## src/rtl/mem_bus_arbiter_pkg.sv

```systemverilog
// Shared types and winner-select rule for mem_bus_arbiter.
// Define ARB_ROUND_ROBIN_EN to alternate the winner on a tie; otherwise D has fixed priority.
package mem_bus_arbiter_pkg;

    typedef enum logic [1:0] {IDLE, HOLD, RESP} ArbState;
    typedef enum logic {INST, DATA} ArbOwner;

`ifdef ARB_ROUND_ROBIN_EN
    localparam bit RR_EN = 1'b1;
`else
    localparam bit RR_EN = 1'b0;
`endif

    // A lone requester always wins; ties go to D unless round-robin hands it to whoever did not win last.
    function automatic ArbOwner arb_pick(logic i_req, logic d_req, ArbOwner last);
        if (i_req && d_req)
            return (!RR_EN || last == INST) ? DATA : INST;
        return d_req ? DATA : INST;
    endfunction

endpackage

```

## src/rtl/mem_bus_arbiter_if.sv

```systemverilog
// Requester-side and memory-side signals of the arbiter.
// master = the arbiter's view, slave = the surrounding requesters and memory.
interface mem_bus_arbiter_if #(
    parameter int ADDR_W = 32,
    parameter int DATA_W = 32
);
    localparam int BE_W = DATA_W / 8;

    logic              i_req;
    logic [ADDR_W-1:0] i_addr;
    logic              i_gnt;
    logic              i_rvalid;
    logic [DATA_W-1:0] i_rdata;
    logic              i_err;

    logic              d_req;
    logic              d_we;
    logic [ADDR_W-1:0] d_addr;
    logic [DATA_W-1:0] d_wdata;
    logic [BE_W-1:0]   d_be;
    logic              d_gnt;
    logic              d_rvalid;
    logic [DATA_W-1:0] d_rdata;
    logic              d_err;

    logic              m_req;
    logic              m_we;
    logic [ADDR_W-1:0] m_addr;
    logic [DATA_W-1:0] m_wdata;
    logic [BE_W-1:0]   m_be;
    logic              m_gnt;
    logic              m_rvalid;
    logic [DATA_W-1:0] m_rdata;

    modport master (
        input  i_req, i_addr, d_req, d_we, d_addr, d_wdata, d_be, m_gnt, m_rvalid, m_rdata,
        output i_gnt, i_rvalid, i_rdata, i_err, d_gnt, d_rvalid, d_rdata, d_err,
        output m_req, m_we, m_addr, m_wdata, m_be
    );

    modport slave (
        output i_req, i_addr, d_req, d_we, d_addr, d_wdata, d_be, m_gnt, m_rvalid, m_rdata,
        input  i_gnt, i_rvalid, i_rdata, i_err, d_gnt, d_rvalid, d_rdata, d_err,
        input  m_req, m_we, m_addr, m_wdata, m_be
    );
endinterface

```

## src/rtl/mem_bus_arbiter_timer.sv

```systemverilog
// Response watchdog: counts RESP cycles and flags the last one allowed before an error reply.
// TIMEOUT_CYCLES=0 removes the watchdog entirely.
module bus_timeout_timer #(
    parameter int TIMEOUT_CYCLES = 255
) (
    input  logic clk,
    input  logic rst_n,
    input  logic clear,
    input  logic run,
    output logic expired
);
    localparam int CW = (TIMEOUT_CYCLES > 0) ? $clog2(TIMEOUT_CYCLES + 1) : 1;

    generate
        if (TIMEOUT_CYCLES == 0) begin : g_off
            assign expired = 1'b0;
        end else begin : g_on
            localparam logic [CW-1:0] LIMIT = CW'(TIMEOUT_CYCLES - 1);
            logic [CW-1:0] r_cnt;

            always_ff @(posedge clk or negedge rst_n) begin
                if (!rst_n)
                    r_cnt <= '0;
                else if (clear)
                    r_cnt <= '0;
                else if (run)
                    r_cnt <= r_cnt + 1'b1;
            end

            assign expired = run && (r_cnt == LIMIT);
        end
    endgenerate
endmodule

```

## src/rtl/mem_bus_arbiter.sv

```systemverilog
// Shares one memory port between fetch (I) and load/store (D); one transaction in flight.
// Tie-break policy selected by ARB_ROUND_ROBIN_EN (see mem_bus_arbiter_pkg).
module mem_bus_arbiter
    import mem_bus_arbiter_pkg::*;
#(
    parameter int ADDR_W         = 32,
    parameter int DATA_W         = 32,
    parameter int TIMEOUT_CYCLES = 255
) (
    input logic               clk,
    input logic               rst_n,
    mem_bus_arbiter_if.master bus
);
    localparam int BE_W = DATA_W / 8;

    ArbState r_state;
    ArbOwner r_sel, r_owner, r_last;
    logic    r_we;

    ArbOwner w_win, w_src;
    logic    w_req, w_gnt, w_resp, w_expired, w_i_rv, w_d_rv;

    assign w_win  = arb_pick(bus.i_req, bus.d_req, r_last);
    // Once in HOLD the latched winner drives the bus even if a new request appears.
    assign w_src  = (r_state == HOLD) ? r_sel : w_win;
    assign w_req  = rst_n && ((r_state == IDLE && (bus.i_req || bus.d_req)) || r_state == HOLD);
    assign w_gnt  = w_req && bus.m_gnt;
    assign w_resp = rst_n && (r_state == RESP) && (bus.m_rvalid || w_expired);
    assign w_i_rv = w_resp && (r_owner == INST);
    assign w_d_rv = w_resp && (r_owner == DATA);

    bus_timeout_timer #(.TIMEOUT_CYCLES(TIMEOUT_CYCLES)) u_timer (
        .clk     (clk),
        .rst_n   (rst_n),
        .clear   ((r_state != RESP) || w_resp),
        .run     (r_state == RESP),
        .expired (w_expired)
    );

    always_ff @(posedge clk or negedge rst_n) begin
        if (!rst_n) begin
            r_state <= IDLE;
            r_sel   <= INST;
            r_owner <= INST;
            r_last  <= INST;
            r_we    <= 1'b0;
        end else begin
            case (r_state)
                IDLE, HOLD: begin
                    if (w_gnt) begin
                        r_owner <= w_src;
                        r_last  <= w_src;
                        r_we    <= (w_src == DATA) && bus.d_we;
                        r_state <= RESP;
                    end else if (w_req && r_state == IDLE) begin
                        r_sel   <= w_win;
                        r_state <= HOLD;
                    end
                end
                RESP:    if (w_resp) r_state <= IDLE;
                default: r_state <= IDLE;
            endcase
        end
    end

    always_comb begin
        bus.m_req   = w_req;
        bus.m_we    = w_req && (w_src == DATA) && bus.d_we;
        bus.m_addr  = '0;
        bus.m_wdata = '0;
        bus.m_be    = '0;
        if (w_req) begin
            if (w_src == DATA) begin
                bus.m_addr  = bus.d_addr;
                bus.m_wdata = bus.d_wdata;
                bus.m_be    = bus.d_be;
            end else begin
                bus.m_addr  = bus.i_addr;
                bus.m_be    = {BE_W{1'b1}};
            end
        end

        bus.i_gnt    = w_gnt && (w_src == INST);
        bus.d_gnt    = w_gnt && (w_src == DATA);
        bus.i_rvalid = w_i_rv;
        bus.d_rvalid = w_d_rv;
        // A real slave answer wins over a coincident watchdog expiry.
        bus.i_err    = w_i_rv && !bus.m_rvalid;
        bus.d_err    = w_d_rv && !bus.m_rvalid;
        bus.i_rdata  = (w_i_rv && bus.m_rvalid) ? bus.m_rdata : '0;
        bus.d_rdata  = (w_d_rv && bus.m_rvalid && !r_we) ? bus.m_rdata : '0;
    end
endmodule

```

## src/flat_wrapper.sv

```systemverilog
// flat-port wrapper written by rule: the top's interface ports become plain ports
module mem_bus_arbiter_flat import mem_bus_arbiter_pkg::*;
#(
    parameter int ADDR_W         = 32,
    parameter int DATA_W         = 32,
    parameter int TIMEOUT_CYCLES = 255
)
  (clk, rst_n, bus_i_req, bus_i_addr, bus_d_req, bus_d_we, bus_d_addr, bus_d_wdata, bus_d_be, bus_m_gnt, bus_m_rvalid, bus_m_rdata, bus_i_gnt, bus_i_rvalid, bus_i_rdata, bus_i_err, bus_d_gnt, bus_d_rvalid, bus_d_rdata, bus_d_err, bus_m_req, bus_m_we, bus_m_addr, bus_m_wdata, bus_m_be);
  mem_bus_arbiter_if #(.ADDR_W(ADDR_W), .DATA_W(DATA_W)) bus_i ();
  input logic clk;
  input logic rst_n;
  input wire logic [$bits(bus_i.i_req)-1:0] bus_i_req;
  input wire logic [$bits(bus_i.i_addr)-1:0] bus_i_addr;
  input wire logic [$bits(bus_i.d_req)-1:0] bus_d_req;
  input wire logic [$bits(bus_i.d_we)-1:0] bus_d_we;
  input wire logic [$bits(bus_i.d_addr)-1:0] bus_d_addr;
  input wire logic [$bits(bus_i.d_wdata)-1:0] bus_d_wdata;
  input wire logic [$bits(bus_i.d_be)-1:0] bus_d_be;
  input wire logic [$bits(bus_i.m_gnt)-1:0] bus_m_gnt;
  input wire logic [$bits(bus_i.m_rvalid)-1:0] bus_m_rvalid;
  input wire logic [$bits(bus_i.m_rdata)-1:0] bus_m_rdata;
  output wire logic [$bits(bus_i.i_gnt)-1:0] bus_i_gnt;
  output wire logic [$bits(bus_i.i_rvalid)-1:0] bus_i_rvalid;
  output wire logic [$bits(bus_i.i_rdata)-1:0] bus_i_rdata;
  output wire logic [$bits(bus_i.i_err)-1:0] bus_i_err;
  output wire logic [$bits(bus_i.d_gnt)-1:0] bus_d_gnt;
  output wire logic [$bits(bus_i.d_rvalid)-1:0] bus_d_rvalid;
  output wire logic [$bits(bus_i.d_rdata)-1:0] bus_d_rdata;
  output wire logic [$bits(bus_i.d_err)-1:0] bus_d_err;
  output wire logic [$bits(bus_i.m_req)-1:0] bus_m_req;
  output wire logic [$bits(bus_i.m_we)-1:0] bus_m_we;
  output wire logic [$bits(bus_i.m_addr)-1:0] bus_m_addr;
  output wire logic [$bits(bus_i.m_wdata)-1:0] bus_m_wdata;
  output wire logic [$bits(bus_i.m_be)-1:0] bus_m_be;
  assign bus_i.i_req = bus_i_req;
  assign bus_i.i_addr = bus_i_addr;
  assign bus_i.d_req = bus_d_req;
  assign bus_i.d_we = bus_d_we;
  assign bus_i.d_addr = bus_d_addr;
  assign bus_i.d_wdata = bus_d_wdata;
  assign bus_i.d_be = bus_d_be;
  assign bus_i.m_gnt = bus_m_gnt;
  assign bus_i.m_rvalid = bus_m_rvalid;
  assign bus_i.m_rdata = bus_m_rdata;
  assign bus_i_gnt = bus_i.i_gnt;
  assign bus_i_rvalid = bus_i.i_rvalid;
  assign bus_i_rdata = bus_i.i_rdata;
  assign bus_i_err = bus_i.i_err;
  assign bus_d_gnt = bus_i.d_gnt;
  assign bus_d_rvalid = bus_i.d_rvalid;
  assign bus_d_rdata = bus_i.d_rdata;
  assign bus_d_err = bus_i.d_err;
  assign bus_m_req = bus_i.m_req;
  assign bus_m_we = bus_i.m_we;
  assign bus_m_addr = bus_i.m_addr;
  assign bus_m_wdata = bus_i.m_wdata;
  assign bus_m_be = bus_i.m_be;
  mem_bus_arbiter #(.ADDR_W(ADDR_W), .DATA_W(DATA_W), .TIMEOUT_CYCLES(TIMEOUT_CYCLES)) u_core (.clk(clk), .rst_n(rst_n), .bus(bus_i));
endmodule
```

## config.mk

```make
export PLATFORM = sky130hd
export DESIGN_NAME = mem_bus_arbiter_flat
export DESIGN_NICKNAME = d
export VERILOG_FILES = /design/src/rtl/mem_bus_arbiter_pkg.sv /design/src/rtl/mem_bus_arbiter_if.sv /design/src/rtl/mem_bus_arbiter_timer.sv /design/src/rtl/mem_bus_arbiter.sv /design/src/flat_wrapper.sv
export SDC_FILE = /design/constraint.sdc
export NUM_CORES = 1
export LEC_CHECK = 0
export BUFFER_PORTS_ARGS = -buffer_cell sky130_fd_sc_hd__buf_2
export CORE_AREA = 2 2 108 110
export DETAILED_ROUTE_END_ITERATION = 12
export DIE_AREA = 0 0 110 112
export PLACE_DENSITY = 0.57
export SLEW_MARGIN = 20
export SYNTH_ARGS = -nofsm -noshare
export SYNTH_HDL_FRONTEND = slang
export SYNTH_SLANG_ARGS = --single-unit
```

## constraint.sdc

```tcl
create_clock -name clk -period 1.65 [get_ports clk]
set_input_delay 0.33 -clock clk [delete_from_list [all_inputs] [get_ports clk]]
set_output_delay 0.33 -clock clk [all_outputs]
set_load 0.01 [all_outputs]
```

==> impl_metrics.py <==
metrics = {
    "die": {
        "start_util_pct": 17.0,
        "coreArea_um2": 11200,
        "core.rowCount": 39,
        "die_y_um": 112,
        "die_x_um": 110,
        "dieArea_um2": 12300,
        "pin_count": 279,
    },
    "clocking": {
        "clkSinkCount": 13,
        "cts_made_buffers": 3,
        "cts_buffer_depth": 2,
        "cts_tree": "built",
        "htree_levels": 1,
        "cts-root-buf": "clkbuf_16",
        "clk_pin_slew_ns": 0.05,
        "cts_hold_buf": 0,
        "clk_latency_ns": 0.24,
    },
    "timing": {
        "period_needed_ns": 2.02,
        "tns_ns": -43.65,
        "fin_crit_sh_pct": 122,
        "hold_slack_ns": 0.0571,
        "fin_skew_ns": 0.00319,
        "setup_viol_count_final": 141,
        "rsz0062_at_grt": "yes",
        "worstMarginPinSlew_ns": 0.447,
        "slew_headroom_pct": 69.7,
        "final-max-slew-violation-count": 0,
        "fin_ws_ns": -0.370,
        "finalHoldViolCount": 0,
        "fmax_mhz": 495,
    },
    "place": {
        "hpwl_um": 7730,
        "place.gp.congestion": 0.887,
        "dpl_cell_area_um2": 3800,
        "port_buffers": 278,
        "dp.cells": 729,
    },
    "global_route": {
        "grt_overflow_total": 0,
        "grt_pass1_wl_um": 13600,
        "antenna_found_initial": 1,
        "grt_max_degree": 37,
        "grt_pass1_vias": 2768,
        "grt_usage_pct": 13.7,
    },
    "pwr": {
        "ir_drop_uv": 560,
        "p_leak_uw": 0.00261,
        "power_density_nw_per_um2": 746,
        "total_power_uw": 3600,
    },
    "final_layout": {
        "design_area_um2": 4820,
        "drive_gt1_share_pct": 73.3,
        "stdcell_count": 750,
        "final_common_cell": "buf_2",
        "most-common-layout-cells": "buf_2 (215), nand2_1 (71), buf_6 (65)",
        "area_growth_pct": 154,
        "nNetsFinal": 748,
    },
    "setup_path": {
        "path_cells": "inv_2 > ha_4 > nand3_2 > or4_4 > nor3_4 > buf_2",
        "start_kind": "register",
        "reg2reg_from": "u_core.r_state[1]",
        "worstSetupPathType": "register to output port",
        "critPathMaxFanout": 3,
        "max_stage_delay_ns": 0.47,
        "crit_path_start": "u_core.u_timer.g_on.r_cnt[0]",
        "worstPathRequired_ns": 1.32,
        "worst_setup_path_end_kind": "output port",
        "slowest_stage": "or4_4",
        "worst_ep_arrival_time_ns": 1.69,
    },
    "synthesis": {
        "synth.yosys.warnings": 0,
        "synth-seq-cells": 13,
        "synth_area_leaders": "and2_1 (33%), dfrtp_1 (17%), nand2_1 (14%), a21oi_1 (8.9%), nor2_1 (3.8%)",
        "ys_types": 32,
        "yosysSeqAreaShare_pct": 17.1,
        "synth_compound_gate_area_share_pct": 11.3,
        "synth_top_cell_by_area": "and2_1",
        "synth_top_family_by_area": "simple AND/OR/NAND/NOR gates",
        "netlist.area_leader.share_pct": 32.9,
        "syn_avg_cell_area_um2": 6.36,
        "synthMuxAreaShare_pct": 3.09,
        "syn-num-nets": 440,
        "netlist_area_um2": 1900,
        "synth_adder_area_share_pct": 1.32,
        "synthCells": 299,
        "synth-simple-area-share_pct": 58.8,
        "synth-xor-area-share_pct": 2.30,
    },
    "route": {
        "ant_nets": 0,
        "drc": 0,
        "dr.pass1.iters": 4,
        "wl_per_cell_um": 15.1,
        "vias": 3246,
        "detail_route.iter0.violations": 147,
        "wl_um": 11300,
        "post_drt_via_cell_ratio": 4.33,
    },
    "flow_run": {
        "drv_cap": 0,
    },
    "status": {
        "violations": "setup timing",
        "status": "complete, but fails checks",
    },
    "worst_hold_path": {
        "hold_path_class": "primary input to async pin",
    },
}
-- stage by stage --
stage	util, %	worst slack (ns)
floorplan	-	-0.0212
global placement	34.0	-0.112
CTS	36.1	-0.376
finish	43.2	-0.370
global route	43.1	-0.421
detailed placement	34.0	-0.138
-- power by group --
group	switching (uW)	leakage [uW]	internal, uW
Clock	136	0.0000382	326
Combinational	1380	0.00241	1280
Sequential	84.5	0.000170	386
-- cell families after synthesis --
kind of cell | count (synthesis)
mux | 4
buf+inv | 24
fa+ha+maj | 2
flops | 13
xor+xnor | 5
simple gates | 210
compound gates | 41
-- state kept, by name, indices dropped and copies added (netlist names) --
name,cells
u_core.u_timer.g_on.r_cnt,8
u_core.r_state,2
u_core.r_owner,1
u_core.r_sel,1
u_core.r_we,1
-- final timing paths --
kind | slack (ns) | to | cells past startpoint
max | -0.37 | bus_d_err | 6
min | 0.06 | u_core.u_timer.g_on.r_cnt[7] | 2
max reg2reg | -0.04 | u_core.r_sel | 7
min reg2reg | 0.55 | u_core.r_we | 2
max in group asynchronous | 1.43 | u_core.u_timer.g_on.r_cnt[5] | 2
min in group clk | 0.34 | u_core.r_we | 3
-- cell usage after synthesis --
master,number
and2_1,100
nand2_1,71
a21oi_1,34
nor2_1,19
dfrtp_1,13
clkbuf_1,9
buf_2,7
inv_1,4
nand4_1,4
nor3_1,4
o21ai_0,4
xor2_1,4
buf_4,3
ha_1,2
nand2b_4,2
nand3_1,2
nor2b_1,2
a21boi_0,1
and3b_1,1
buf_6,1
mux2_2,1
mux2_4,1
mux2i_1,1
mux2i_4,1
nand3_2,1
nor3_2,1
nor4_2,1
o311ai_1,1
o31ai_1,1
or3_1,1
or4_4,1
xnor2_1,1
-- final cells by class --
class	count	area [um2]
inverter	4	15.0
antenna	1	2.50
timing repair buffer	322	2350
multi-input combinational	263	1870
tap	143	179
fill	1082	6350
sequential	13	328
clock buffer	4	78.8
-- worst max-delay path: cells and delay by family, from the launching register on --
| kind | cells | cell delay [ns] |
|---|---|---|
| fa+ha+maj | 1 | 0.14 |
| buf+inv | 2 | 0.23 |
| flops | 1 | 0.38 |
| simple gates | 3 | 0.69 |
-- routing by layer --
metal	GRT usage, %	up-vias	part of all wire, %
met3	1.99	11	6.0
met2	24.5	122	52
met4	1.94	0	0.89
met1	17.4	1539	41
met5	0	-	0
li1	-	1574	-
-- what timing repair did --
action	in CTS	in global routing
pin swaps	1	65
setup buffers	3	4
resized for setup	22	139
gates cloned	2	8
setup endpoints to repair	141	146
hold endpoints to repair	0	0
Power figures use the tool's default switching activity.
